## src/rtl/osc_seq_pkg.sv

```systemverilog
// Shared types and 50 MHz default timing for the oscillator power-up sequencer.
package osc_seq_pkg;

  typedef enum logic [2:0] {
    ST_IDLE     = 3'd0,
    ST_CAM_RST  = 3'd1,
    ST_CAM_WAKE = 3'd2,
    ST_LCD_RST  = 3'd3,
    ST_INIT     = 3'd4,
    ST_RUN      = 3'd5,
    ST_FAULT    = 3'd6
  } state_e;

  typedef struct packed {
    logic fabric_rst;
    logic cam_pwdn;
    logic cam_resetn;
    logic lcd_resetn;
    logic init_start;
    logic bl_en;
    logic ready;
    logic fault;
  } seq_out_t;

  localparam seq_out_t SEQ_OUT_RST = '{fabric_rst: 1'b1, cam_pwdn: 1'b1, default: 1'b0};

  localparam int DEF_LOCK_FILT_CYC    = 1024;
  localparam int DEF_CAM_RST_CYC      = 50000;
  localparam int DEF_CAM_WAKE_CYC     = 50000;
  localparam int DEF_LCD_RST_CYC      = 500000;
  localparam int DEF_INIT_TIMEOUT_CYC = 5000000;
  localparam int DEF_MAX_RETRY        = 2;
  localparam int DEF_CNT_W            = 24;

endpackage

```

## src/rtl/osc_seq_timer.sv

```systemverilog
// Loadable down-counter shared by every timed state and the init timeout.
module osc_seq_timer #(
  parameter int CNT_W = 24
) (
  input  logic             clk_i,
  input  logic             rst_i,
  input  logic             load_i,
  input  logic [CNT_W-1:0] load_val_i,
  output logic [CNT_W-1:0] value_o,
  output logic             zero_o
);

  logic [CNT_W-1:0] value_q;

  always_ff @(posedge clk_i) begin
    if (rst_i)                value_q <= '0;
    else if (load_i)          value_q <= load_val_i;
    else if (value_q != '0)   value_q <= value_q - 1'b1;
  end

  assign value_o = value_q;
  assign zero_o  = (value_q == '0);

endmodule

```

## src/rtl/osc_pwrup_sequencer.sv

```systemverilog
// Waits for a filtered CCC lock, then sequences camera/LCD reset, init and backlight,
// restarting on lock loss and latching FAULT once init retries run out.
module osc_pwrup_sequencer
  import osc_seq_pkg::*;
#(
  parameter int LOCK_FILT_CYC    = DEF_LOCK_FILT_CYC,
  parameter int CAM_RST_CYC      = DEF_CAM_RST_CYC,
  parameter int CAM_WAKE_CYC     = DEF_CAM_WAKE_CYC,
  parameter int LCD_RST_CYC      = DEF_LCD_RST_CYC,
  parameter int INIT_TIMEOUT_CYC = DEF_INIT_TIMEOUT_CYC,
  parameter int MAX_RETRY        = DEF_MAX_RETRY,
  parameter int CNT_W            = DEF_CNT_W
) (
  input  logic       CLK,
  input  logic       RST,
  input  logic       CCC_LOCK,
  input  logic       INIT_DONE,
  input  logic       INIT_ERR,
  output logic       FABRIC_RST,
  output logic       CAM_PWDN,
  output logic       CAM_RESETN,
  output logic       LCD_RESETN,
  output logic       INIT_START,
  output logic       BL_EN,
  output logic       READY,
  output logic       FAULT,
  output logic [2:0] STATE
);

  localparam int LW = $clog2(LOCK_FILT_CYC + 1);
  localparam int RW = $clog2(MAX_RETRY + 2);

  state_e           state_q, state_d;
  logic [LW-1:0]    lock_q, lock_d;
  logic [RW-1:0]    retry_q, retry_d;
  seq_out_t         out_q, out_d;
  logic             init_fail;
  logic             tmr_load, tmr_zero;
  logic [CNT_W-1:0] tmr_ld_val, tmr_value;
  logic             tmr_value_unused;

  osc_seq_timer #(.CNT_W(CNT_W)) u_timer (
    .clk_i      (CLK),
    .rst_i      (RST),
    .load_i     (tmr_load),
    .load_val_i (tmr_ld_val),
    .value_o    (tmr_value),
    .zero_o     (tmr_zero)
  );

  assign tmr_value_unused = ^tmr_value;

  always_comb begin
    state_d   = state_q;
    lock_d    = '0;
    retry_d   = retry_q;
    init_fail = 1'b0;
    unique case (state_q)
      ST_IDLE: begin
        retry_d = '0;
        if (CCC_LOCK) begin
          lock_d = (lock_q == LW'(LOCK_FILT_CYC)) ? lock_q : lock_q + 1'b1;
          if (lock_q >= LW'(LOCK_FILT_CYC - 1)) state_d = ST_CAM_RST;
        end
      end
      ST_CAM_RST:  if (tmr_zero) state_d = ST_CAM_WAKE;
      ST_CAM_WAKE: if (tmr_zero) state_d = ST_LCD_RST;
      ST_LCD_RST:  if (tmr_zero) state_d = ST_INIT;
      ST_INIT: begin
        // init_start_q marks the first INIT cycle, whose DONE/ERR sample is ignored
        if (!out_q.init_start && INIT_ERR)       init_fail = 1'b1;
        else if (!out_q.init_start && INIT_DONE) state_d   = ST_RUN;
        else if (tmr_zero)                       init_fail = 1'b1;
        if (init_fail) begin
          if (retry_q < RW'(MAX_RETRY)) begin
            retry_d = retry_q + 1'b1;
            state_d = ST_CAM_RST;
          end else begin
            state_d = ST_FAULT;
          end
        end
      end
      ST_RUN:   retry_d = '0;
      ST_FAULT: ;
      default:  state_d = ST_IDLE;
    endcase
    if (!CCC_LOCK && state_q != ST_IDLE && state_q != ST_FAULT) begin
      state_d = ST_IDLE;
      retry_d = '0;
    end
  end

  // Timer reloads on every state change; untimed states park it at zero.
  assign tmr_load = (state_d != state_q);

  always_comb begin
    unique case (state_d)
      ST_CAM_RST:  tmr_ld_val = CNT_W'(CAM_RST_CYC - 1);
      ST_CAM_WAKE: tmr_ld_val = CNT_W'(CAM_WAKE_CYC - 1);
      ST_LCD_RST:  tmr_ld_val = CNT_W'(LCD_RST_CYC - 1);
      ST_INIT:     tmr_ld_val = CNT_W'(INIT_TIMEOUT_CYC - 1);
      default:     tmr_ld_val = '0;
    endcase
  end

  always_comb begin
    out_d = SEQ_OUT_RST;
    unique case (state_d)
      ST_CAM_RST: begin
        out_d.fabric_rst = 1'b0;
        out_d.cam_pwdn   = 1'b0;
      end
      ST_CAM_WAKE, ST_LCD_RST: begin
        out_d.fabric_rst = 1'b0;
        out_d.cam_pwdn   = 1'b0;
        out_d.cam_resetn = 1'b1;
      end
      ST_INIT, ST_RUN: begin
        out_d.fabric_rst = 1'b0;
        out_d.cam_pwdn   = 1'b0;
        out_d.cam_resetn = 1'b1;
        out_d.lcd_resetn = 1'b1;
        out_d.init_start = (state_d == ST_INIT) && (state_q != ST_INIT);
        out_d.bl_en      = (state_d == ST_RUN);
        out_d.ready      = (state_d == ST_RUN);
      end
      ST_FAULT: begin
        out_d.fabric_rst = 1'b0;
        out_d.fault      = 1'b1;
      end
      default: ;
    endcase
  end

  always_ff @(posedge CLK) begin
    if (RST) begin
      state_q <= ST_IDLE;
      lock_q  <= '0;
      retry_q <= '0;
      out_q   <= SEQ_OUT_RST;
    end else begin
      state_q <= state_d;
      lock_q  <= lock_d;
      retry_q <= retry_d;
      out_q   <= out_d;
    end
  end

  assign FABRIC_RST = out_q.fabric_rst;
  assign CAM_PWDN   = out_q.cam_pwdn;
  assign CAM_RESETN = out_q.cam_resetn;
  assign LCD_RESETN = out_q.lcd_resetn;
  assign INIT_START = out_q.init_start;
  assign BL_EN      = out_q.bl_en;
  assign READY      = out_q.ready;
  assign FAULT      = out_q.fault;
  assign STATE      = state_q;

endmodule
```

## config.mk

```make
export PLATFORM = sky130hd
export DESIGN_NAME = osc_pwrup_sequencer
export DESIGN_NICKNAME = d
export VERILOG_FILES = /design/src/rtl/osc_seq_pkg.sv /design/src/rtl/osc_seq_timer.sv /design/src/rtl/osc_pwrup_sequencer.sv
export SDC_FILE = /design/constraint.sdc
export NUM_CORES = 1
export LEC_CHECK = 0
export CAP_MARGIN = 15
export CORE_UTILIZATION = 40
export DETAILED_ROUTE_END_ITERATION = 6
export DONT_BUFFER_PORTS = 1
export PLACE_DENSITY_LB_ADDON = 0.2
export SLEW_MARGIN = 20
export SYNTH_ARGS = -nofsm -noshare
export SYNTH_HDL_FRONTEND = slang
export SYNTH_HIERARCHICAL = 1
export SYNTH_SLANG_ARGS = --single-unit
export TNS_END_PERCENT = 30
```

## constraint.sdc

```tcl
create_clock -name CLK -period 4.5 [get_ports CLK]
set_input_delay 0.9 -clock CLK [delete_from_list [all_inputs] [get_ports CLK]]
set_output_delay 0.9 -clock CLK [all_outputs]
set_load 0.02 [all_outputs]
```

# Word level (Yosys, flattened, before mapping)
# Cells that the tools add are included.
word_totals:
  latch_bits: 0
  out_inout_bits: 11
  ff_bits: 47
  word_cells: 87
  memories: 0
  mem_bits_ro: 0
  mem_bits_rw: 0
op_classes:
  bitwise: 3
  n_mux: 26
  n_reduce_logical: 24
  addsub: 3
  n_mul: 0
  div: 0
  shifts: 0
  n_lt_le_gt_ge: 2
  n_eq_ne: 18
ops:
  columns: ["cell", "count"]
  rows:
  - ["23-bit case mux with 3 select lines", 1]
  - ["24-bit two-way mux", 2]
  - ["3-bit two-way mux", 10]
  - ["24-bit logical NOT", 1]
  - ["24-bit nonzero test", 1]
  - ["24-bit by 1-bit subtractor with 24-bit output (second input constant)", 1]
  - ["3-bit == test (second input constant)", 6]
  - ["3-bit case mux with 6 select lines", 1]
  - ["3-bit by 2-bit == test with 1-bit output (second input constant)", 4]
  - ["2-bit OR reduction", 6]
  - ["11-bit by 1-bit adder with 11-bit output (second input constant)", 1]
  - ["11-bit == test (second input constant)", 1]
  - ["11-bit by 10-bit greater-or-equal comparator with 1-bit output (second input constant)", 1]
  - ["1-bit two-way mux", 8]
  - ["3-bit by 1-bit == test with 1-bit output (second input constant)", 2]
  - ["3-bit inequality test (second input constant)", 2]
  - ["6-bit OR reduction", 1]
  - ["1-bit logical AND", 5]
  - ["5-bit OR reduction", 1]
  - ["2-bit two-way mux", 2]
  - ["4-bit two-way mux", 1]
  - ["2-bit inequality test (second input constant)", 2]
  - ["2-bit case mux with 2 select lines", 1]
  - ["2-bit nonzero test", 2]
  - ["10 further kinds", 13]

# Depth between registers and ports, before layout
logic_depth:
  depth_word: 12
  depth_mapped: 17

# By module
# The synthesis kept the hierarchy.
by_module_without_submodules:
  columns: ["mod", "cells_per_inst", "instances", "area_per_inst_um2", "seq_area_each_um2"]
  rows:
  - ["osc_pwrup_sequencer", 171, 1, 1377.6, 460.4]
  - ["osc_seq_timer", 161, 1, 1310.0, 480.5]

# Worst setup path before layout
# OpenSTA, ideal clock, no wires.
synth_timing:
  path_type: "reg2reg"
  startpoint: "reg u_timer.value_q[4], in the netlist u_timer/value_o[4]"
  endpoint: "reg u_timer.value_q[8], in the netlist u_timer/value_o[8]"
  arrival_ns: 3.634
  setup_time_ns: 0.095
  synth_period_minus_slack_ns: 3.730
  path_stages_with_launch: 16
  path_slack_ns: 0.770
  cell_sequence: "dfxtp_1 > or4_1 > buf_2 > and4bb_1 > and3_1 > buf_4 > buf_6 > buf_2 > a21oi_1 > o41ai_2 > o21ai_0 > o2bb2ai_1 > clkbuf_1 > clkbuf_1 > nor2_1 > a221oi_1"
synth_via:
  elab_cells_between_ends: 23
synth_rtl:
  columns: ["element", "line_no", "text"]
  rows:
  - ["start, declared", "osc_seq_timer.sv:13", "logic [CNT_W-1:0] value_q;"]
  - ["start signal, assigned", "osc_seq_timer.sv:17", "else if (load_i) value_q <= load_val_i;"]
  - ["start signal, assigned", "osc_seq_timer.sv:18", "else if (value_q != '0) value_q <= value_q - 1'b1;"]
  - ["24-bit logical NOT *", "osc_seq_timer.sv:22", "assign zero_o = (value_q == '0);"]
  - ["via tmr_zero", "osc_pwrup_sequencer.sv:38", "logic tmr_load, tmr_zero;"]
  - ["1-bit two-way mux", "osc_pwrup_sequencer.sv:73", "else if (tmr_zero) init_fail = 1'b1;"]
  - ["1-bit two-way mux", "osc_pwrup_sequencer.sv:72", "else if (!out_q.init_start && INIT_DONE) state_d = ST_RUN;"]
  - ["1-bit two-way mux", "osc_pwrup_sequencer.sv:71", "if (!out_q.init_start && INIT_ERR) init_fail = 1'b1;"]
  - ["1-bit two-way mux", "osc_pwrup_sequencer.sv:58", "unique case (state_q)"]
  - ["3-bit two-way mux", "osc_pwrup_sequencer.sv:74", "if (init_fail) begin"]
  - ["3-bit case mux with 6 select lines *", "osc_pwrup_sequencer.sv:58", null]
  - ["3-bit two-way mux *", "osc_pwrup_sequencer.sv:87", "if (!CCC_LOCK && state_q != ST_IDLE && state_q != ST_FAULT) begin"]
  - ["3-bit inequality test *", "osc_pwrup_sequencer.sv:94", "assign tmr_load = (state_d != state_q);"]
  - ["via tmr_load", "osc_pwrup_sequencer.sv:38", null]
  - ["24-bit two-way mux or 2-bit nonzero test (tied branches)", null, null]
# The timed path passes the listed nets; every way through them passes the cells marked *. The select of a mux whose other input is x is not followed.
# A chain may end at the register's enable or synchronous reset.

# Worst setup path after layout
layout_timing:
  startpoint: "reg u_timer.value_q[4], in the netlist u_timer/value_o[4]"
  endpoint: "reg u_timer.value_q[16], in the netlist u_timer/value_o[16]"
# Same word-level chain as after synthesis.

==> flow_metrics.env <==
export IMPL_status="completed"
export IMPL_drt_pre_antenna_iters=4
export IMPL_root_buffer="clkbuf_8"
export IMPL_synth_warnings=6
export IMPL_grt_usage_pct=17.39
export IMPL_power_density_nw_per_um2=575.5
export IMPL_synthArstFlopShare_pct=0
export IMPL_diodes=0
export IMPL_startpoint_type="register"
export IMPL_clock_latency_ns=0.30
export IMPL_worst_path_buf_inv=2
export IMPL_layout_drive_gt1_share_pct=7.186
export IMPL_cts_tree="yes"
export IMPL_leakage_nw=1.072
export IMPL_dpl_cell_area_um2=2740
export IMPL_hold_depth=2
export IMPL_place_inst=403
export IMPL_grt_pass1_wl_um=9901
export IMPL_reg2regPathDepth=14
export IMPL_hold_slack_ns=0.5209
export IMPL_die_w_um=83.97
export IMPL_grt_max_degree=22
export IMPL_clock_sinks=47
export IMPL_drt_iter0_drc=90
export IMPL_power_mw=1.653
export IMPL_skew_ns=0.004089
export IMPL_wl_met1_um=3003
export IMPL_antenna_left=0
export IMPL_final_nets=342
export IMPL_combPwrFrac_pct=41.9
export IMPL_fin_setup_tns_ns=0
export IMPL_worst_path_max_fanout=21
export IMPL_worst_hold_startpoint="retry_q[0]"
export IMPL_timing_rr_end="u_timer/value_o[16]"
export IMPL_finalMaxSlewViolations=0
export IMPL_wl_met2_um=2654
export IMPL_max_freq_ghz=0.2607
export IMPL_yosysTopAreaCellShare_pct=35.01
export IMPL_fin_util_pct=44.73
export IMPL_clk_pin_slew_worst_paths_ns=0.09
export IMPL_grt_antenna_before_repair=0
export IMPL_vias=2235
export IMPL_worstPathCellList="or4_1 > and4bb_1 > and3_1 > buf_4 > nor2b_1 > a211oi_1 > o21ai_1 > a21oi_2 > nand2b_1 > o2bb2ai_1 > buf_4 > nor2_1 > nand2b_1 > o21ai_0"
export IMPL_first_global_vias=2083
export IMPL_start_util_pct=41.85
export IMPL_power_switching_uw=616.7
export IMPL_startpoint="u_timer/value_o[4]"
export IMPL_globalplace_congestion=0.7997
export IMPL_seq_power_share_pct=36.0
export IMPL_tightestPinTransition_ns=0.8166
export IMPL_die_h_um=83.97
export IMPL_cts_hold_buf=0
export IMPL_synth_most_common_cell="dfxtp_1"
export IMPL_row_count=29
export IMPL_required_ns=4.72
export IMPL_avgSynthCellArea_um2=8.095
export IMPL_syn_cell_area_um2=2688
export IMPL_clkPwrFrac_pct=22.1
export IMPL_ir_drop_v=0.0002633
export IMPL_synth_ff_type="dfxtp_1"
export IMPL_hp_class="register to register"
export IMPL_ys_ff_latch=47
export IMPL_synth_edf_count=0
export IMPL_synth_seq_area_share_pct=35.01
export IMPL_cts_resized=0
export IMPL_worst_setup_path_end_kind="register"
export IMPL_port_buffers=0
export IMPL_worst_setup_path_type="register to register"
export IMPL_rsz0062_at_grt="no"
export IMPL_area_growth_pct=6.890
export IMPL_cap_viol_max_count=0
export IMPL_yosysTopAreaCell="dfxtp_1"
export IMPL_fin_crit_sh_pct=85.23
export IMPL_core_area_um2=6422
export IMPL_highest_layer="met4"
export IMPL_pre_cts_ws_ns=0.6839
export IMPL_synth_cell_type_count=60
export IMPL_fin_cells=411
export IMPL_fin_ws_ns=0.6647
export IMPL_drc=0
export IMPL_wl_met3_um=189
export IMPL_syn_inst=332
export IMPL_max_stage_delay_ns=0.65
export IMPL_fillCellCount=661
export IMPL_post_cts_buffers=0
export IMPL_setup_viol=0
export IMPL_period_needed_ns=3.835
export IMPL_sw_frac_of_total_pct=37.30
export IMPL_r2r_start="u_timer/value_o[4]"
export IMPL_intPower_mw=1.037
export IMPL_r2r_slack_ns=0.66
export IMPL_cp_data_arrival_time_ns=4.06
export IMPL_crit_slowest_cell="or4_1"
export IMPL_min_to="retry_q[0]"
export IMPL_hold_viol=0
export IMPL_slew_headroom_pct=45.49
export IMPL_viasPerCell=5.438
export IMPL_avgRoutedWirePerCell_um=14.43
export IMPL_ioPinCount=16
export IMPL_routed_wl_um=5932
export IMPL_cts_buffer_depth=2
export IMPL_synth_area_leaders="dfxtp_1 (35%), xor2_1 (6.2%), nand2_1 (5.3%), nor2_1 (5.0%), o21ai_0 (3.5%)"
export IMPL_overflow=0
export IMPL_cts_inserted_buffers=5
export IMPL_die_area_um2=7051
export IMPL_synth_top_cells_by_count="dfxtp_1 (47), nand2_1 (38), nor2_1 (36)"
export IMPL_cpLargestDelayFamily="simple AND/OR/NAND/NOR gates"
export IMPL_postLayoutCellArea_um2=2873
export IMPL_htree_levels=2
export IMPL_dp_final_hpwl_um=4145
## cells by family (layout without fill, tap and decap cells)
logic type	after synthesis	count (layout)	synth area share, %
simple gates	149	149	28.68
buf+inv	28	25	5.540
xor+xnor	29	29	9.451
compound gates	71	71	18.16
mux	3	3	1.164
other cells	1	6	0.1395
fa+ha+maj	4	4	1.862
flops	47	47	35.01
## final cells by class
cell class                 count  area, um^2  share of cell area, %
timing repair buffer           6       45.04                  1.568
inverter                      11       41.29                  1.437
clock inverter                 2       60.06                  2.091
multi-input combinational    262        1617                  56.27
clock buffer                   6       72.57                  2.526
sequential                    47       940.9                  32.75
tap                           77       96.34                  3.354
## metal layers
layer	track usage (%)	vias to the layer above
met3	3.858	8
li1	-	1160
met1	23.38	1029
met5	0	-
met4	5.329	0
met2	27.65	38
## power groups by stage
stage,clock [mW],combinational (mW),sequential (mW)
2_1_floorplan,0,0.580,0.582
3_3_place_gp,0,0.676,0.605
3_5_place_dp,0,0.678,0.604
4_1_cts,0.376,0.686,0.595
5_1_grt,0.394,0.780,0.607
6_report,0.366,0.692,0.595
## how the worst max path moves through the flow
stage                               end  slack [ns]  depth (start not counted)
global route        u_timer/value_o[21]        0.29                         14
finish              u_timer/value_o[16]        0.66                         14
floorplan            u_timer/value_o[8]        0.77                         15
detailed placement  u_timer/value_o[14]        0.68                         14
global placement     u_timer/value_o[5]        0.78                         11
CTS                 u_timer/value_o[14]        0.65                         14
## cells in the final DEF (no fill, tap or decap), types with 3 or more instances in the layout
cell type   n
nand2b_1    9
nor4_1      6
xor2_1     19
nand3_1     5
nand4_1     6
dfxtp_1    47
o21ai_0    19
nor2b_1    11
nor3_2      3
buf_4       6
clkbuf_8    5
o21ai_1     4
or3_1       7
o21bai_1    3
nor2_1     36
inv_1      11
xnor2_1    10
conb_1      6
ha_1        4
and3_1      3
a21oi_1    16
o311a_1     3
nand2_1    38
nor3_1      9
or4_1       3
## state kept, by name, summed over array words and instances (netlist names)
name	flops
u_timer/value_o	24
lock_q	11
STATE	3
retry_q	2
CAM_PWDN	1
CAM_RESETN	1
FABRIC_RST	1
FAULT	1
INIT_START	1
LCD_RESETN	1
READY	1
## worst min-delay path, delay by kind of cell, from the launching register on
| kind | cells | cell delay, ns |
|---|---|---|
| AOI/OAI and AO/OA | 2 | 0.14 |
| DFF | 1 | 0.34 |
(Power assumes the default switching activity.)
